**config.mk**
```make
export PLATFORM = sky130hd
export DESIGN_NAME = pipelined_control_unit
export DESIGN_NICKNAME = d
export VERILOG_FILES = /design/src/rtl/pipelined_control_unit.sv
export SDC_FILE = /design/constraint.sdc
export NUM_CORES = 1
export LEC_CHECK = 0
export CAP_MARGIN = 5
export CORE_MARGIN = 3
export CORE_UTILIZATION = 34
export DETAILED_ROUTE_END_ITERATION = 6
export PLACE_DENSITY = 0.74
export SYNTH_ARGS = -nofsm -noshare
export SYNTH_HDL_FRONTEND = slang
export SYNTH_SLANG_ARGS = --single-unit
```
**constraint.sdc**
```tcl
create_clock -name clk -period 1.1 [get_ports clk]
set_input_delay 0.22 -clock clk [delete_from_list [all_inputs] [get_ports clk]]
set_output_delay 0.22 -clock clk [all_outputs]
set_load 0.02 [all_outputs]
```
**src/rtl/pipelined_control_unit.sv**
```systemverilog
// Single-slot pipelined instruction decoder with valid/ready handshakes and a multi-cycle mul hold.
// Optional build macro CU_FPU_EN enables decode of opcode 5 as FPU operations; otherwise opcode 5 is illegal.
module pipelined_control_unit #(
   parameter int IR_W    = 32,
   parameter int ALU_W   = 4,
   parameter int MUL_LAT = 3
) (
   input  logic             clk,
   input  logic             rst,
   input  logic             ir_valid,
   input  logic [IR_W-1:0]  ir,
   output logic             ir_ready,
   input  logic             out_ready,
   output logic             ctl_valid,
   output logic             i_r,
   output logic             write_reg_en,
   output logic             regfile_src_oalu_st,
   output logic             jump,
   output logic             br_inst,
   output logic             wr_en_stk,
   output logic             illegal,
   output logic [ALU_W-1:0] ALU_inst
);

   // state     | meaning
   // S_EMPTY   | no instruction held, ready to accept
   // S_MULWAIT | mul accepted, counting down before controls are issued
   // S_FULL    | decoded controls presented downstream
   localparam logic [1:0] S_EMPTY   = 2'd0;
   localparam logic [1:0] S_MULWAIT = 2'd1;
   localparam logic [1:0] S_FULL    = 2'd2;

   localparam int CNT_W = (MUL_LAT > 1) ? $clog2(MUL_LAT) : 1;

   logic [1:0]       state;
   logic [CNT_W-1:0] cnt;
   logic [10:0]      ctl_q;
   logic [10:0]      dec;
   logic [10:0]      ctl_out;
   logic             dec_mul;
   logic             xfer_in;

   logic [2:0] op;
   logic [1:0] fn;
   logic [3:0] d_alu;
   logic       d_ir, d_wr, d_rs, d_jmp, d_br, d_stk, d_ill;
   logic       unused_ir_bits;

   assign op = ir[IR_W-1 -: 3];
   assign fn = ir[IR_W-4 -: 2];
   assign unused_ir_bits = ^ir[IR_W-6:0];

   always_comb begin
      d_alu   = 4'd0;
      d_ir    = 1'b0;
      d_wr    = 1'b0;
      d_rs    = 1'b0;
      d_jmp   = 1'b0;
      d_br    = 1'b0;
      d_stk   = 1'b0;
      d_ill   = 1'b0;
      dec_mul = 1'b0;
      case (op)
         3'd0: begin
            d_wr = 1'b1;
            case (fn)
               2'd0: d_ir = 1'b1;
               2'd1: d_ir = 1'b0;
               2'd2: begin d_alu = 4'd1; d_ir = 1'b1; end
               default: begin d_alu = 4'd6; d_ir = 1'b1; dec_mul = 1'b1; end
            endcase
         end
         3'd1: begin
            case (fn)
               2'd0: begin d_wr = 1'b1; d_rs = 1'b1; end
               2'd1: d_stk = 1'b1;
               2'd2: d_wr = 1'b1;
               default: begin d_alu = 4'd2; d_ir = 1'b1; d_wr = 1'b1; end
            endcase
         end
         3'd2: begin
            d_br  = 1'b1;
            d_alu = 4'd2;
            d_ir  = 1'b1;
         end
         3'd3: d_jmp = 1'b1;
         3'd4: begin
            d_alu = 4'd3;
            d_ir  = 1'b1;
            d_wr  = 1'b1;
         end
         3'd5: begin
`ifdef CU_FPU_EN
            d_alu = 4'd11 + {2'b00, fn};
            d_ir  = 1'b1;
            d_wr  = 1'b1;
`else
            d_ill = 1'b1;
`endif
         end
         3'd6: begin
            d_alu = fn[0] ? 4'd5 : 4'd4;
            d_ir  = ~fn[1];
            d_wr  = 1'b1;
         end
         default: begin
            d_alu = 4'd7 + {2'b00, fn};
            d_wr  = 1'b1;
         end
      endcase
   end

   assign dec = {d_alu, d_ir, d_wr, d_rs, d_jmp, d_br, d_stk, d_ill};

   always_comb begin
      ir_ready = 1'b0;
      case (state)
         S_EMPTY: ir_ready = 1'b1;
         S_FULL:  ir_ready = out_ready;
         default: ir_ready = 1'b0;
      endcase
   end

   assign ctl_valid = (state == S_FULL);
   assign xfer_in   = ir_valid & ir_ready;

   always_ff @(posedge clk) begin
      if (rst) begin
         state <= S_EMPTY;
         cnt   <= '0;
         ctl_q <= '0;
      end else if (xfer_in) begin
         // In FULL, ir_ready implies out_ready, so an accept here is also a drain.
         ctl_q <= dec;
         if (dec_mul && (MUL_LAT > 1)) begin
            state <= S_MULWAIT;
            cnt   <= CNT_W'(MUL_LAT - 1);
         end else begin
            state <= S_FULL;
         end
      end else begin
         case (state)
            S_MULWAIT: begin
               cnt <= cnt - CNT_W'(1);
               if (cnt == CNT_W'(1)) state <= S_FULL;
            end
            S_FULL: if (out_ready) state <= S_EMPTY;
            S_EMPTY: state <= S_EMPTY;
            default: state <= S_EMPTY;
         endcase
      end
   end

   assign ctl_out = ctl_valid ? ctl_q : 11'd0;
   assign {i_r, write_reg_en, regfile_src_oalu_st, jump, br_inst, wr_en_stk, illegal} = ctl_out[6:0];
   assign ALU_inst = ALU_W'(ctl_out[10:7]);

endmodule

```
==> results.sh <==
export IMPL_power_leakage_nw=0.699
export IMPL_setup_viol=28
export IMPL_drt_iter0_drc=9
export IMPL_ant_nets=0
export IMPL_place_ws_ps=-641
export IMPL_wirelength_mm=2.54
export IMPL_layout_setup_ws_ps=-340
export IMPL_initial_core_util_pct=36.3
export IMPL_grt_max_degree=16
export IMPL_synth_area_leaders="dfxtp_1 33%, and2_1 7.6%, ha_1 6.9%"
export IMPL_cts_buffers=3
export IMPL_rows=18
export IMPL_outcome="finished with violations"
export IMPL_core_area_sq_um=2500
export IMPL_path_max_fanout=3
export IMPL_synth_seq_area_share_pct=33.1
export IMPL_clkTransAtPathRegs_ps=100
export IMPL_drive_above_1_share_pct=52.7
export IMPL_yosysWarnings=0
export IMPL_fillCellCount=203
export IMPL_fp_dieW_microns=57.7
export IMPL_maxCapViolCount=0
export IMPL_syn_num_nets=155
export IMPL_cts_tree="done"
export IMPL_cts_root_buf="clkbuf_4"
export IMPL_viasPerCell=5.03
export IMPL_n_antenna_cell=0
export IMPL_crit_top_cell="buf_6"
export IMPL_routabilityCongestion=0.893
export IMPL_critical_path_slowest_cell="dfxtp_2"
export IMPL_synth_seq_cells=15
export IMPL_rsz0062_at_grt="true"
export IMPL_peakVddDrop_mv=0.527
export IMPL_grt_pass1_wl_mm=4.18
export IMPL_design_die_area_sq_um=3320
export IMPL_cpPeakStageDelay_ps=340
export IMPL_fp_dieH_microns=57.7
export IMPL_synthDominantCellAreaShare_pct=33.1
export IMPL_grt_antenna_before_repair=0
export IMPL_worst_setup_path_type="reg -> reg"
export IMPL_final_max_slew_viol_count=0
export IMPL_slew_headroom_pct=74.0
export IMPL_design_area_sq_um=1610
export IMPL_pwr_density_cell_nw_per_um2=801
export IMPL_required_ps=1320
export IMPL_drc=0
export IMPL_violations="setup timing"
export IMPL_tightest_slew_ps=387
export IMPL_yosys_area_top_type="dfxtp_1"
export IMPL_area_growth_pct=77.7
export IMPL_clock_sinks=15
export IMPL_hpwlAfterDp_mm=1.66
export IMPL_synth_cell_types=35
export IMPL_io_pin_count=49
export IMPL_clk_latency_ps=290
export IMPL_port_buffers=21
export IMPL_grt_overflow=0
export IMPL_h_tree_depth=1
export IMPL_hold_class="in -> reg"
export IMPL_end_kind="flip-flop"
export IMPL_syn_instance_count=114
export IMPL_skew_ps=14.6
export IMPL_crit_arrival_ps=1660
export IMPL_period_share_pct=131
export IMPL_timing_fmax_mhz=695
export IMPL_clockBufferDepth=2
export IMPL_mappedNetlistArea_sq_um=907
export IMPL_start_kind="flip-flop"
export IMPL_num_vias=981
export IMPL_syn_area_per_cell_sq_um=7.96
export IMPL_grt_pass1_vias=946
export IMPL_hold_viol_final=0
export IMPL_nets=207
export IMPL_placement_cell_area_sq_um=1340
export IMPL_wire_per_inst_microns=13.0
export IMPL_drtPass1Iterations=4
export IMPL_worstPathCellList="buf_6 > nor2b_4 > buf_6 > nor3_4 > buf_4 > nand2_4 > a221oi_2"
export IMPL_grt_use_total_pct=16.1
export IMPL_tns_ps=-7900
export IMPL_power_total_w=0.00129
export IMPL_final_min_clock_period_ps=1440
cell families after synthesis:
| kind of cell | after synthesis | share of synthesized area, % |
|---|---|---|
| AO/OA/AOI/OAI | 25 | 17.1 |
| adder cells (fa/ha/maj) | 5 | 6.90 |
| AND/OR/NAND/NOR | 54 | 34.9 |
| flip-flops | 15 | 33.1 |
| buffers and inverters | 14 | 6.90 |
| multiplexers | 1 | 1.10 |
cells in the mapped netlist:
| master | number |
|---|---|
| nor4b_2 | 1 |
| a311oi_1 | 1 |
| buf_4 | 2 |
| and2_1 | 11 |
| and2b_1 | 1 |
| or3_1 | 1 |
| a21oi_1 | 12 |
| a21o_1 | 1 |
| nand2b_1 | 4 |
| nor2_1 | 7 |
| nor3_1 | 1 |
| mux2i_1 | 1 |
| nand2_1 | 12 |
| nand4b_1 | 2 |
| nor2b_1 | 4 |
| nand3_1 | 5 |
| clkbuf_1 | 2 |
| nand2_4 | 1 |
| a221oi_1 | 1 |
| a211oi_1 | 1 |
| nor3_2 | 1 |
| buf_2 | 2 |
| o22a_1 | 1 |
| o21ai_0 | 2 |
| dfxtp_1 | 15 |
| o21ai_1 | 1 |
| nor2b_4 | 1 |
| a31oi_1 | 1 |
| inv_1 | 8 |
| ha_1 | 5 |
| o2111ai_1 | 1 |
| o211ai_1 | 1 |
| a211o_1 | 1 |
| a22oi_1 | 1 |
| nand3b_1 | 2 |
cell type report:
class | count | area, sq um | share of cell area [%]
multi-input cells | 85 | 711 | 44.1
inverters | 8 | 30.0 | 1.86
repair buffers | 53 | 504 | 31.3
clock buffers | 4 | 26.3 | 1.63
well taps | 30 | 37.5 | 2.33
flip-flops and latches | 15 | 303 | 18.8
path summary, 6_finish.rpt:
kind,slack [ps],cells past startpoint,to,from
max,-340,7,cnt[1],state[1]
min,410,5,ctl_q[6],ir[28]
max reg2reg,-340,7,cnt[1],state[1]
min reg2reg,460,2,ctl_q[6],ctl_q[6]
registers in the layout, summed over array words and instances (netlist names):
signal,count
cnt,2
ctl_q,11
state,2
layer usage:
layer  part of all wire (%)  global-route usage [%]  routed length, microns
met1                     42                    18.8                    1060
met2                     53                    28.4                    1330
met3                    3.5                    1.56                      89
met4                    2.2                    9.27                      57
met5                      0                       0                       0
power by group:
part / internal, W / total (W) / switching (W)
combinational: 0.000211 / 0.000392 / 0.000181
clock: 0.000141 / 0.000321 / 0.000180
sequential: 0.000564 / 0.000577 / 0.0000134
cells in the final DEF (no fill, tap or decap), drive strengths merged, types with 2 or more instances in the layout:
master	Yosys	routed
inv	8	8
nand2b	4	4
o21ai	3	3
ha	5	5
dlygate4sd2	0	3
nand3	5	5
clkdlybuf4s50	0	3
nand2	13	13
nor3	2	2
nor2b	5	5
and2	11	11
a21oi	12	12
dfxtp	15	15
nand4b	2	2
nand3b	2	2
nor2	7	7
buf	4	45
clkbuf	2	5
through the flow:
stage,hold WS (ps),instances,util [%]
6_report,415,195,64.5
5_1_grt,449,195,64.5
4_1_cts,459,191,60.1
3_5_place_dp,440,184,53.5
3_3_place_gp,438,184,53.5
2_1_floorplan,289,114,-
what timing repair did:
item	CTS	global route
setup buffers	2	5
gates cloned	1	0
gates resized for setup	115	22
setup endpoints to repair	28	28
pin swaps	24	11
hold buffers	0	0
endpoints found under the hold margin	0	0
worst max-delay path: cells and delay by family (launching register included):
kind            cells  cell delay (ps)
simple gates        3              410
buf+inv             3              400
flops               1              340
compound gates      1              220
(Power assumes the default switching activity.)
